[src/rtl/coh_msg_tx_pkg.sv]
// Shared definitions for the coherence message transmitter: address and
// message-type widths, message type codes, FSM state encoding and the
// queued message record.
package coh_msg_tx_pkg;

  localparam int ADDRWIDTH    = 8;
  localparam int MSGTYPEWIDTH = 2;

  localparam logic [MSGTYPEWIDTH-1:0] MSG_NONE = 2'd0;
  localparam logic [MSGTYPEWIDTH-1:0] MSG_RM   = 2'd1;
  localparam logic [MSGTYPEWIDTH-1:0] MSG_WM   = 2'd2;
  localparam logic [MSGTYPEWIDTH-1:0] MSG_INV  = 2'd3;

  typedef enum logic [1:0] {
    ST_IDLE = 2'd0,
    ST_SEND = 2'd1,
    ST_GAP  = 2'd2
  } tx_state_e;

  typedef struct packed {
    logic [ADDRWIDTH-1:0]    addr;
    logic [MSGTYPEWIDTH-1:0] mtype;
  } coh_msg_t;

  // Read and write misses wait for the peer's acknowledge; invalidates do not.
  function automatic logic needs_ack(input logic [MSGTYPEWIDTH-1:0] t);
    return (t == MSG_RM) || (t == MSG_WM);
  endfunction

endpackage

[src/rtl/coh_msg_fifo.sv]
// DEPTH-entry request FIFO of {addr, type} records. Push is ignored when
// full and pop is ignored when empty; push and pop may share a cycle.
module coh_msg_fifo
  import coh_msg_tx_pkg::*;
#(
  parameter int DEPTH = 4
) (
  input  logic     clk,
  input  logic     reset,
  input  logic     push,
  input  coh_msg_t push_data,
  input  logic     pop,
  output coh_msg_t head,
  output logic     full,
  output logic     empty
);

  localparam int PW = $clog2(DEPTH);
  localparam int CW = PW + 1;

  coh_msg_t        mem [DEPTH];
  logic [PW-1:0]   wr_ptr;
  logic [PW-1:0]   rd_ptr;
  logic [CW-1:0]   count;
  logic            do_push;
  logic            do_pop;

  assign full    = (count == CW'(DEPTH));
  assign empty   = (count == '0);
  assign do_push = push && !full;
  assign do_pop  = pop && !empty;
  assign head    = mem[rd_ptr];

  // Pointer and occupancy bookkeeping; DEPTH is a power of two so pointers wrap freely.
  always_ff @(posedge clk or negedge reset) begin
    if (!reset) begin
      wr_ptr <= '0;
      rd_ptr <= '0;
      count  <= '0;
    end else begin
      if (do_push) wr_ptr <= wr_ptr + PW'(1);
      if (do_pop)  rd_ptr <= rd_ptr + PW'(1);
      count <= count + CW'(do_push) - CW'(do_pop);
    end
  end

  // Storage array; contents are only meaningful between the pointers.
  always_ff @(posedge clk) begin
    if (do_push) mem[wr_ptr] <= push_data;
  end

endmodule

[src/rtl/coh_msg_tx.sv]
// Coherence message transmitter: queues read-miss / write-miss / invalidate
// requests and presents them one at a time to the peer cache, with a
// one-cycle quiet gap between messages.
// Optional build macro COH_TX_TIMEOUT_EN adds an ack-wait limit of TIMEOUT
// cycles for RM/WM messages; without it the wait is unbounded.
//
// Request handshake: a request is accepted on any rising edge where
// reqValid && reqReady. reqReady depends only on FIFO occupancy (never on
// reqValid or on a same-cycle pop). An accepted request with type MSG_NONE
// is consumed without being queued.
module coh_msg_tx
  import coh_msg_tx_pkg::*;
#(
  parameter int DEPTH   = 4,
  parameter int TIMEOUT = 16
) (
  input  logic                    clk,
  input  logic                    reset,
  input  logic                    reqValid,
  output logic                    reqReady,
  input  logic [ADDRWIDTH-1:0]    reqAddr,
  input  logic [MSGTYPEWIDTH-1:0] reqType,
  output logic                    havMsgToCache,
  output logic [ADDRWIDTH-1:0]    addrToCache,
  output logic                    rmToCache,
  output logic                    wmToCache,
  output logic                    invToCache,
  input  logic                    allowReadFromCache,
  output logic                    doneValid,
  output logic [MSGTYPEWIDTH-1:0] doneType,
  output logic                    timeoutErr,
  output tx_state_e               dbg_state
);

  tx_state_e               state_q, state_n;
  logic                    have_q, have_n;
  logic [ADDRWIDTH-1:0]    addr_q, addr_n;
  logic [MSGTYPEWIDTH-1:0] type_q, type_n;
  logic                    done_valid_q, done_valid_n;
  logic [MSGTYPEWIDTH-1:0] done_type_q, done_type_n;
  logic                    timeout_err_q, timeout_err_n;

  logic                    fifo_push;
  logic                    fifo_pop;
  logic                    fifo_full;
  logic                    fifo_empty;
  coh_msg_t                fifo_head;
  coh_msg_t                push_data;

`ifdef COH_TX_TIMEOUT_EN
  localparam int TW = (TIMEOUT < 2) ? 1 : $clog2(TIMEOUT);
  logic [TW-1:0]           cnt_q, cnt_n;
`else
  localparam int timeout_unused = TIMEOUT;
`endif

  assign reqReady       = !fifo_full;
  assign fifo_push      = reqValid && !fifo_full && (reqType != MSG_NONE);
  assign push_data.addr  = reqAddr;
  assign push_data.mtype = reqType;

  coh_msg_fifo #(
    .DEPTH (DEPTH)
  ) u_fifo (
    .clk       (clk),
    .reset     (reset),
    .push      (fifo_push),
    .push_data (push_data),
    .pop       (fifo_pop),
    .head      (fifo_head),
    .full      (fifo_full),
    .empty     (fifo_empty)
  );

  // Type flags are derived from the held type so they can never be high without havMsgToCache.
  assign havMsgToCache = have_q;
  assign addrToCache   = addr_q;
  assign rmToCache     = have_q && (type_q == MSG_RM);
  assign wmToCache     = have_q && (type_q == MSG_WM);
  assign invToCache    = have_q && (type_q == MSG_INV);
  assign doneValid     = done_valid_q;
  assign doneType      = done_type_q;
  assign timeoutErr    = timeout_err_q;
  assign dbg_state     = state_q;

  // Next-state and next-output decode: load on IDLE/GAP, complete or keep waiting in SEND.
  always_comb begin
    state_n       = state_q;
    have_n        = have_q;
    addr_n        = addr_q;
    type_n        = type_q;
    done_valid_n  = 1'b0;
    done_type_n   = done_type_q;
    timeout_err_n = 1'b0;
    fifo_pop      = 1'b0;
`ifdef COH_TX_TIMEOUT_EN
    cnt_n         = cnt_q;
`endif
    case (state_q)
      ST_IDLE, ST_GAP: begin
        have_n  = 1'b0;
        state_n = ST_IDLE;
        if (!fifo_empty) begin
          state_n = ST_SEND;
          have_n  = 1'b1;
          addr_n  = fifo_head.addr;
          type_n  = fifo_head.mtype;
`ifdef COH_TX_TIMEOUT_EN
          cnt_n   = '0;
`endif
        end
      end
      ST_SEND: begin
        if (!needs_ack(type_q) || allowReadFromCache) begin
          fifo_pop     = 1'b1;
          have_n       = 1'b0;
          done_valid_n = 1'b1;
          done_type_n  = type_q;
          state_n      = ST_GAP;
        end
`ifdef COH_TX_TIMEOUT_EN
        else if (cnt_q == TW'(TIMEOUT - 1)) begin
          fifo_pop      = 1'b1;
          have_n        = 1'b0;
          timeout_err_n = 1'b1;
          state_n       = ST_GAP;
        end else begin
          cnt_n = cnt_q + TW'(1);
        end
`endif
      end
      default: begin
        state_n = ST_IDLE;
        have_n  = 1'b0;
      end
    endcase
  end

  // State and output registers; reset drops any in-flight message silently.
  always_ff @(posedge clk or negedge reset) begin
    if (!reset) begin
      state_q       <= ST_IDLE;
      have_q        <= 1'b0;
      addr_q        <= '0;
      type_q        <= MSG_NONE;
      done_valid_q  <= 1'b0;
      done_type_q   <= MSG_NONE;
      timeout_err_q <= 1'b0;
    end else begin
      state_q       <= state_n;
      have_q        <= have_n;
      addr_q        <= addr_n;
      type_q        <= type_n;
      done_valid_q  <= done_valid_n;
      done_type_q   <= done_type_n;
      timeout_err_q <= timeout_err_n;
    end
  end

`ifdef COH_TX_TIMEOUT_EN
  // Ack-wait counter, restarted whenever a message is loaded.
  always_ff @(posedge clk or negedge reset) begin
    if (!reset) cnt_q <= '0;
    else        cnt_q <= cnt_n;
  end
`endif

endmodule

[config.mk]
export PLATFORM = sky130hd
export DESIGN_NAME = coh_msg_tx
export DESIGN_NICKNAME = d
export VERILOG_FILES = /design/src/rtl/coh_msg_tx_pkg.sv /design/src/rtl/coh_msg_fifo.sv /design/src/rtl/coh_msg_tx.sv
export SDC_FILE = /design/constraint.sdc
export NUM_CORES = 1
export LEC_CHECK = 0
export ABC_AREA = 1
export ABC_CLOCK_PERIOD_IN_PS = 2200
export CAP_MARGIN = 20
export CORE_ASPECT_RATIO = 1.5
export CORE_MARGIN = 2
export CORE_UTILIZATION = 50
export DETAILED_ROUTE_END_ITERATION = 8
export MAX_ROUTING_LAYER = met4
export PLACE_DENSITY_LB_ADDON = 0.12
export SLEW_MARGIN = 20
export SYNTH_ARGS = -nofsm -noshare
export SYNTH_HDL_FRONTEND = slang
export SYNTH_SLANG_ARGS = --single-unit
[constraint.sdc]
create_clock -name clk -period 2.2 [get_ports clk]
set_input_delay 0.33 -clock clk [delete_from_list [all_inputs] [get_ports clk]]
set_output_delay 0.33 -clock clk [all_outputs]
set_load 0.03 [all_outputs]
# Word-level counts from Yosys, hierarchy flattened
# Memories as Yosys holds them, arrays and structs flattened. A register that Yosys moved wholly into a read port is not among the register bits.
# Cells that the tools add are included.
word_totals:
  mem_bits_rw: 40
  mem_count: 1
  word_cells: 49
  reg_bits: 13
mem_list:
  columns: ["name", "words", "word_bits", "read_ports", "rd_clocked_by_memory_dff", "write_ports", "line_no", "source"]
  rows:
  - ["u_fifo.mem", 4, 10, 1, 1, 1, "coh_msg_fifo.sv:21", "coh_msg_t mem [DEPTH];"]
classes:
  eq_ne: 7
  muxes: 10
  reduce_logical: 19
  n_addsub: 4
  bitwise_logic: 1
ops:
  columns: ["op", "count"]
  rows:
  - ["$logic_and A1 B1 Y1", 7]
  - ["$mux W1", 7]
  - ["$eq A2 B2 Y1 const B", 3]
  - ["$add A2 B1 Y2 const B", 2]
  - ["$eq A2 B1 Y1 const B", 2]
  - ["$logic_not A1 Y1", 4]
  - ["$pmux W2 S2", 1]
  - ["$reduce_and A2 Y1", 2]
  - ["$add A3 B1 Y3", 1]
  - ["$eq A3 B3 Y1 const B", 1]
  - ["$logic_not A3 Y1", 1]
  - ["$sub A3 B1 Y3", 1]
  - ["$logic_not A2 Y1", 1]
  - ["$logic_or A1 B1 Y1", 2]
  - ["$mux W2", 1]
  - ["$ne A2 B2 Y1 const B", 1]
  - ["$pmux W1 S2", 1]
  - ["$reduce_bool A2 Y1", 1]
  - ["$reduce_or A2 Y1", 1]
  - ["$not A1 Y1", 1]

# Depth between registers and ports, before layout
depth:
  depth_word: 8
  mapped_depth: 12
  ltp_nobuf: 12

# Hierarchy
# A second synthesis with hierarchy kept.
hier_totals:
  hier_cells: 264
  hier_area_um2: 2712.6
by_module_without_submodules:
  columns: ["mod", "n_inst", "cells_per_inst", "area_per_inst_um2", "seq_area_each_um2"]
  rows:
  - ["coh_msg_fifo", 1, 185, 2020.7, 1376.3]
  - ["coh_msg_tx", 1, 79, 691.9, 375.4]

# Worst setup path before layout
# Ideal clock, no wire load.
synth_timing:
  path_type: "register to register"
  start: "register type_q[0]"
  end: "register u_fifo.count[2]"
  setup_time_ns: 0.123
  path_stages_with_launch: 13
  path_buffers: 0
  path_slack_ns: -0.047
  arrival_time_ns: 2.124
  required_ns: 2.077
  synth_period_minus_slack_ns: 2.247
  path_cell_list: "dfrtp_1 -> inv_1 -> ha_1 -> nor2_1 -> nor2_2 -> nand2_1 -> inv_1 -> ha_1 -> inv_1 -> ha_1 -> inv_1 -> fa_1 -> xnor2_1"
synth_between:
  elab_chain_len: 8
  elab_cells_between_ends: 9
  classes_between: "add/sub (1); eq/ne (2); mux (2); reduce/logical (4)"
synth_rtl:
  columns: ["item", "line_no", "source"]
  rows:
  - ["start, declared", "coh_msg_tx.sv:38", "logic [MSGTYPEWIDTH-1:0] type_q, type_n;"]
  - ["start signal, assigned", "coh_msg_tx.sv:153", "type_q <= type_n;"]
  - ["$eq A2 B1 Y1 / $eq A2 B2 Y1 (equally long branches)", "coh_msg_tx_pkg.sv:27", "return (t == MSG_RM) || (t == MSG_WM);"]
  - ["$logic_or A1 B1 Y1 *", "coh_msg_tx_pkg.sv:27", null]
  - ["$logic_not A1 Y1 *", "coh_msg_tx.sv:114", "if (!needs_ack(type_q) || allowReadFromCache) begin"]
  - ["$logic_or A1 B1 Y1 *", "coh_msg_tx.sv:114", null]
  - ["$mux W1 * (2 in series)", null, null]
  - ["via done_valid_n", "coh_msg_tx.sv:39", "logic done_valid_q, done_valid_n;"]
  - ["$logic_and A1 B1 Y1 *", "coh_msg_fifo.sv:31", "assign do_pop = pop && !empty;"]
  - ["via u_fifo.do_pop", "coh_msg_fifo.sv:26", "logic do_pop;"]
  - ["$sub A3 B1 Y3 *", "coh_msg_fifo.sv:43", "count <= count + CW'(do_push) - CW'(do_pop);"]
  - ["end signal, assigned", "coh_msg_fifo.sv:43", null]
  - ["end, declared", "coh_msg_fifo.sv:24", "logic [CW-1:0] count;"]
# The timed path passes the listed nets; every way through them passes the cells marked *.
# A chain may end at the register's enable or synchronous reset.

# Worst setup path after layout
layout_timing:
  start: "register type_q[1]"
  end: "register u_fifo.count[2]"
# Same word-level chain as after synthesis.

==> impl_metrics.csv <==
group,metric,value,unit
power,p_sw,1835,uW
setup_path,slowest_stage,"dfrtp_1",
drt,vias_per_cell,4.504,
sta,slew_viol_final,0,
sta,fin_skew,0.01037,ns
sta,tns,0,ns
cts,path_clk_slew,0.07,ns
hold_path,hp-class,"in2async",
yosys,synthTopCellsByArea,"edfxtp_1 (43%), dfrtp_1 (21%), nand2_1 (14%), inv_1 (8.4%), ha_1 (4.0%)",
sta,whs,0.3463,ns
power,pwr-share-clk,21.2,%
die,coreArea,0.005450,sq mm
global_routing,antenna_found_initial,0,
setup_path,critPathMaxStageDelay,0.41,ns
sta,finalHoldViolations,0,
cts,postCtsHoldBufs,0,
die,die_w,65.09,um
yosys,synth_fp_nets,312,
die,io_pins,33,
sta,post-route-period-util,93.40,%
power,sw_frac_of_total,37.82,%
yosys,synth_seq_cells,63,
yosys,ys.flop_type,"edfxtp_1",
finish,multiInputGateArea,735.7,sq um
outcome,status,"completed",
power,p_leak,0.001712,uW
yosys,yosys.cell_count.top_type,"nand2_1",
finish,final_nets,360,
power,p_int,3017,uW
cts,clock_latency,0.33,ns
yosys,synth_common_cells,"nand2_1 (102), inv_1 (63), edfxtp_1 (40)",
sta,rsz0062_at_grt,"no",
cts,cts_tree,"yes",
global_routing,grt_overflow,0,
setup_path,endpoint_kind,"flip-flop",
yosys,synth_area,0.002799,sq mm
global_routing,grt_max_degree,24,
cts,cts_buffers,9,
run,max-cap-violations,0,
placed_design,gp_congestion,0.6856,
cts,cts_sinks,63,
yosys,synth-seq-area-share,63.48,%
drt,route.detailed.drc,0,
drt,drtIter0Drc,60,
setup_path,required,2.41,ns
yosys,synth-edff-count,40,
sta,setup_violations,0,
placed_design,portBuffers,31,
placed_design,dp.final_hpwl,3161,um
sta,post-route-worst-setup-slack,0.1452,ns
power,p_total,4852,uW
placed_design,pre_cts_ws,0.001730,ns
finish,regArea,0.001777,sq mm
setup_path,crit_top_cell,"inv_1",
die,die_area,0.006225,sq mm
global_routing,grt_pass1_vias,1733,
power,p_per_area,1397,mW/mm^2
finish,design_area,0.003472,sq mm
drt,ant_nets,0,
setup_path,crit_family,"adder cells",
yosys,synth_cells,288,
die,initial_utilization,51.35,%
placed_design,place_area,0.003239,sq mm
yosys,ys_async_sr_fraction,36.51,%
finish,diodes,0,
power,p_seq_share,36.5,%
setup_path,arrival,2.27,ns
yosys,syn_avg_cell_area,9.719,sq um
finish,drive_above_1_share,10.56,%
setup_path,worstPathBufferInverterCount,3,
yosys,netlist.area_leader.share,42.91,%
yosys,yosysWarnings,0,
setup_path,crit_path_cell_trace,"ha_4, nor2_2, nor2_2, nand2_1, inv_1, ha_1, inv_1, ha_1, inv_1, fa_1, xnor2_1",
setup_path,path_max_fanout,2,
sta,period_needed,2.055,ns
drt,drt_first_pass_iters,5,
sta,fmax,486.7,MHz
finish,area_growth,24.05,%
cts,root_buffer,"clkbuf_8",
global_routing,grt_pass1_wl,7748,um
cts,htreeDepth,3,
die,rows,33,
yosys,synth.distinct_cells,18,
power,power_frac_comb,42.2,%
cts,clk_path_buf_depth,2,
setup_path,crit_path_start_kind,"flip-flop",
die,die_h,95.64,um
drt,wl_per_cell,11.00,um
drt,vias,1851,
finish,fillers,472,
global_routing,grt_use_total,17.57,%
setup_path,path_class,"reg2reg",
drt,wl,4521,um
yosys,yosysTopAreaCell,"edfxtp_1",
power,vdd_ir_drop_max,638.7,uV
[layout by cell type (no fill, tap or decap), drive strengths merged]
cell | synthesis | final
fa | 1 | 1
nand2 | 103 | 103
inv | 65 | 65
nand3 | 22 | 22
dfrtp | 23 | 23
ha | 9 | 9
nor2 | 11 | 11
edfxtp | 40 | 40
dlymetal6s2s | 0 | 1
clkbuf | 0 | 12
clkdlybuf4s50 | 0 | 30
xnor2 | 3 | 3
conb | 1 | 1
clkinvlp | 0 | 3
buf | 7 | 13
o21ai | 3 | 3
bufinv | 0 | 1
[power by group through the flow]
| stage | clock network, uW | registers [uW] | logic (uW) |
|---|---|---|---|
| finish | 1030 | 1770 | 2050 |
| global route | 1120 | 1810 | 2320 |
| CTS | 1050 | 1770 | 2080 |
| detailed placement | 0 | 1790 | 2070 |
| global placement | 0 | 1790 | 2040 |
| floorplan | 0 | 2030 | 1150 |
[worst reg2reg max path, delay by kind of cell (launching register included)]
kind / cells / cell delay, ns
flops: 1 / 0.41
fa+ha+maj: 4 / 1.01
xor+xnor: 1 / 0.13
buf+inv: 3 / 0.15
simple gates: 3 / 0.24
[worst paths after layout]
path / endpoint / slack, ns / cells past startpoint / start
setup reg to reg: u_fifo.count[2] / 0.15 / 11 / type_q[1]
hold / removal: addrToCache[0] / 0.35 / 2 / reset
hold reg to reg: addrToCache[2] / 0.48 / 2 / addrToCache[2]
setup / recovery: u_fifo.count[2] / 0.15 / 11 / type_q[1]
min in group clk: addrToCache[2] / 0.48 / 2 / addrToCache[2]
max in group asynchronous: type_q[1] / 1.62 / 2 / reset
[logic make-up after synthesis]
kind of cell / after synthesis / synth area share (%)
other: 1 / 0.1340
and+or+nand+nor: 136 / 19.40
AOI/OAI and AO/OA: 3 / 0.5363
DFF: 63 / 63.48
buffers and inverters: 72 / 10.77
xor gates and xnor gates: 3 / 0.9389
adders and majority gates: 10 / 4.739
[layout make-up]
cell class                 instances  share of cell area, %
multi-input combinational        153                  21.19
sequential                        63                  51.17
tap                               70                  2.523
clock buffer                      12                  4.757
timing repair buffer              44                  11.82
inverter                          65                  7.027
clock inverter                     4                  1.514
[metal layers]
| metal | vias to the layer above | GRT usage, % | part of all wire (%) |
|---|---|---|---|
| li1 | 963 | - | - |
| met1 | 843 | 20.24 | 42 |
| met2 | 37 | 29.21 | 52 |
| met3 | 8 | 3.188 | 4.3 |
| met4 | 0 | 9.375 | 1.9 |
| met5 | - | - | 0 |
[through the flow]
| step | cells | utilization [%] |
|---|---|---|
| after global routing | 411 | 63.71 |
| after detailed placement | 395 | 59.44 |
| after floorplan | 288 | - |
| after global placement | 395 | 59.44 |
| final | 411 | 63.71 |
| after CTS | 411 | 63.43 |
[registers in the layout, summed over array words and instances (netlist names)]
register	count
u_fifo.mem	40
addrToCache	8
u_fifo.count	3
dbg_state	2
doneType	2
type_q	2
u_fifo.rd_ptr	2
u_fifo.wr_ptr	2
doneValid	1
havMsgToCache	1
[what timing repair did]
item,CTS,global route
buffers inserted,0,0
resized for setup,0,3
setup endpoints to repair,0,3
hold endpoints to repair,0,0
No activity file was read; power rests on OpenSTA's default activity.
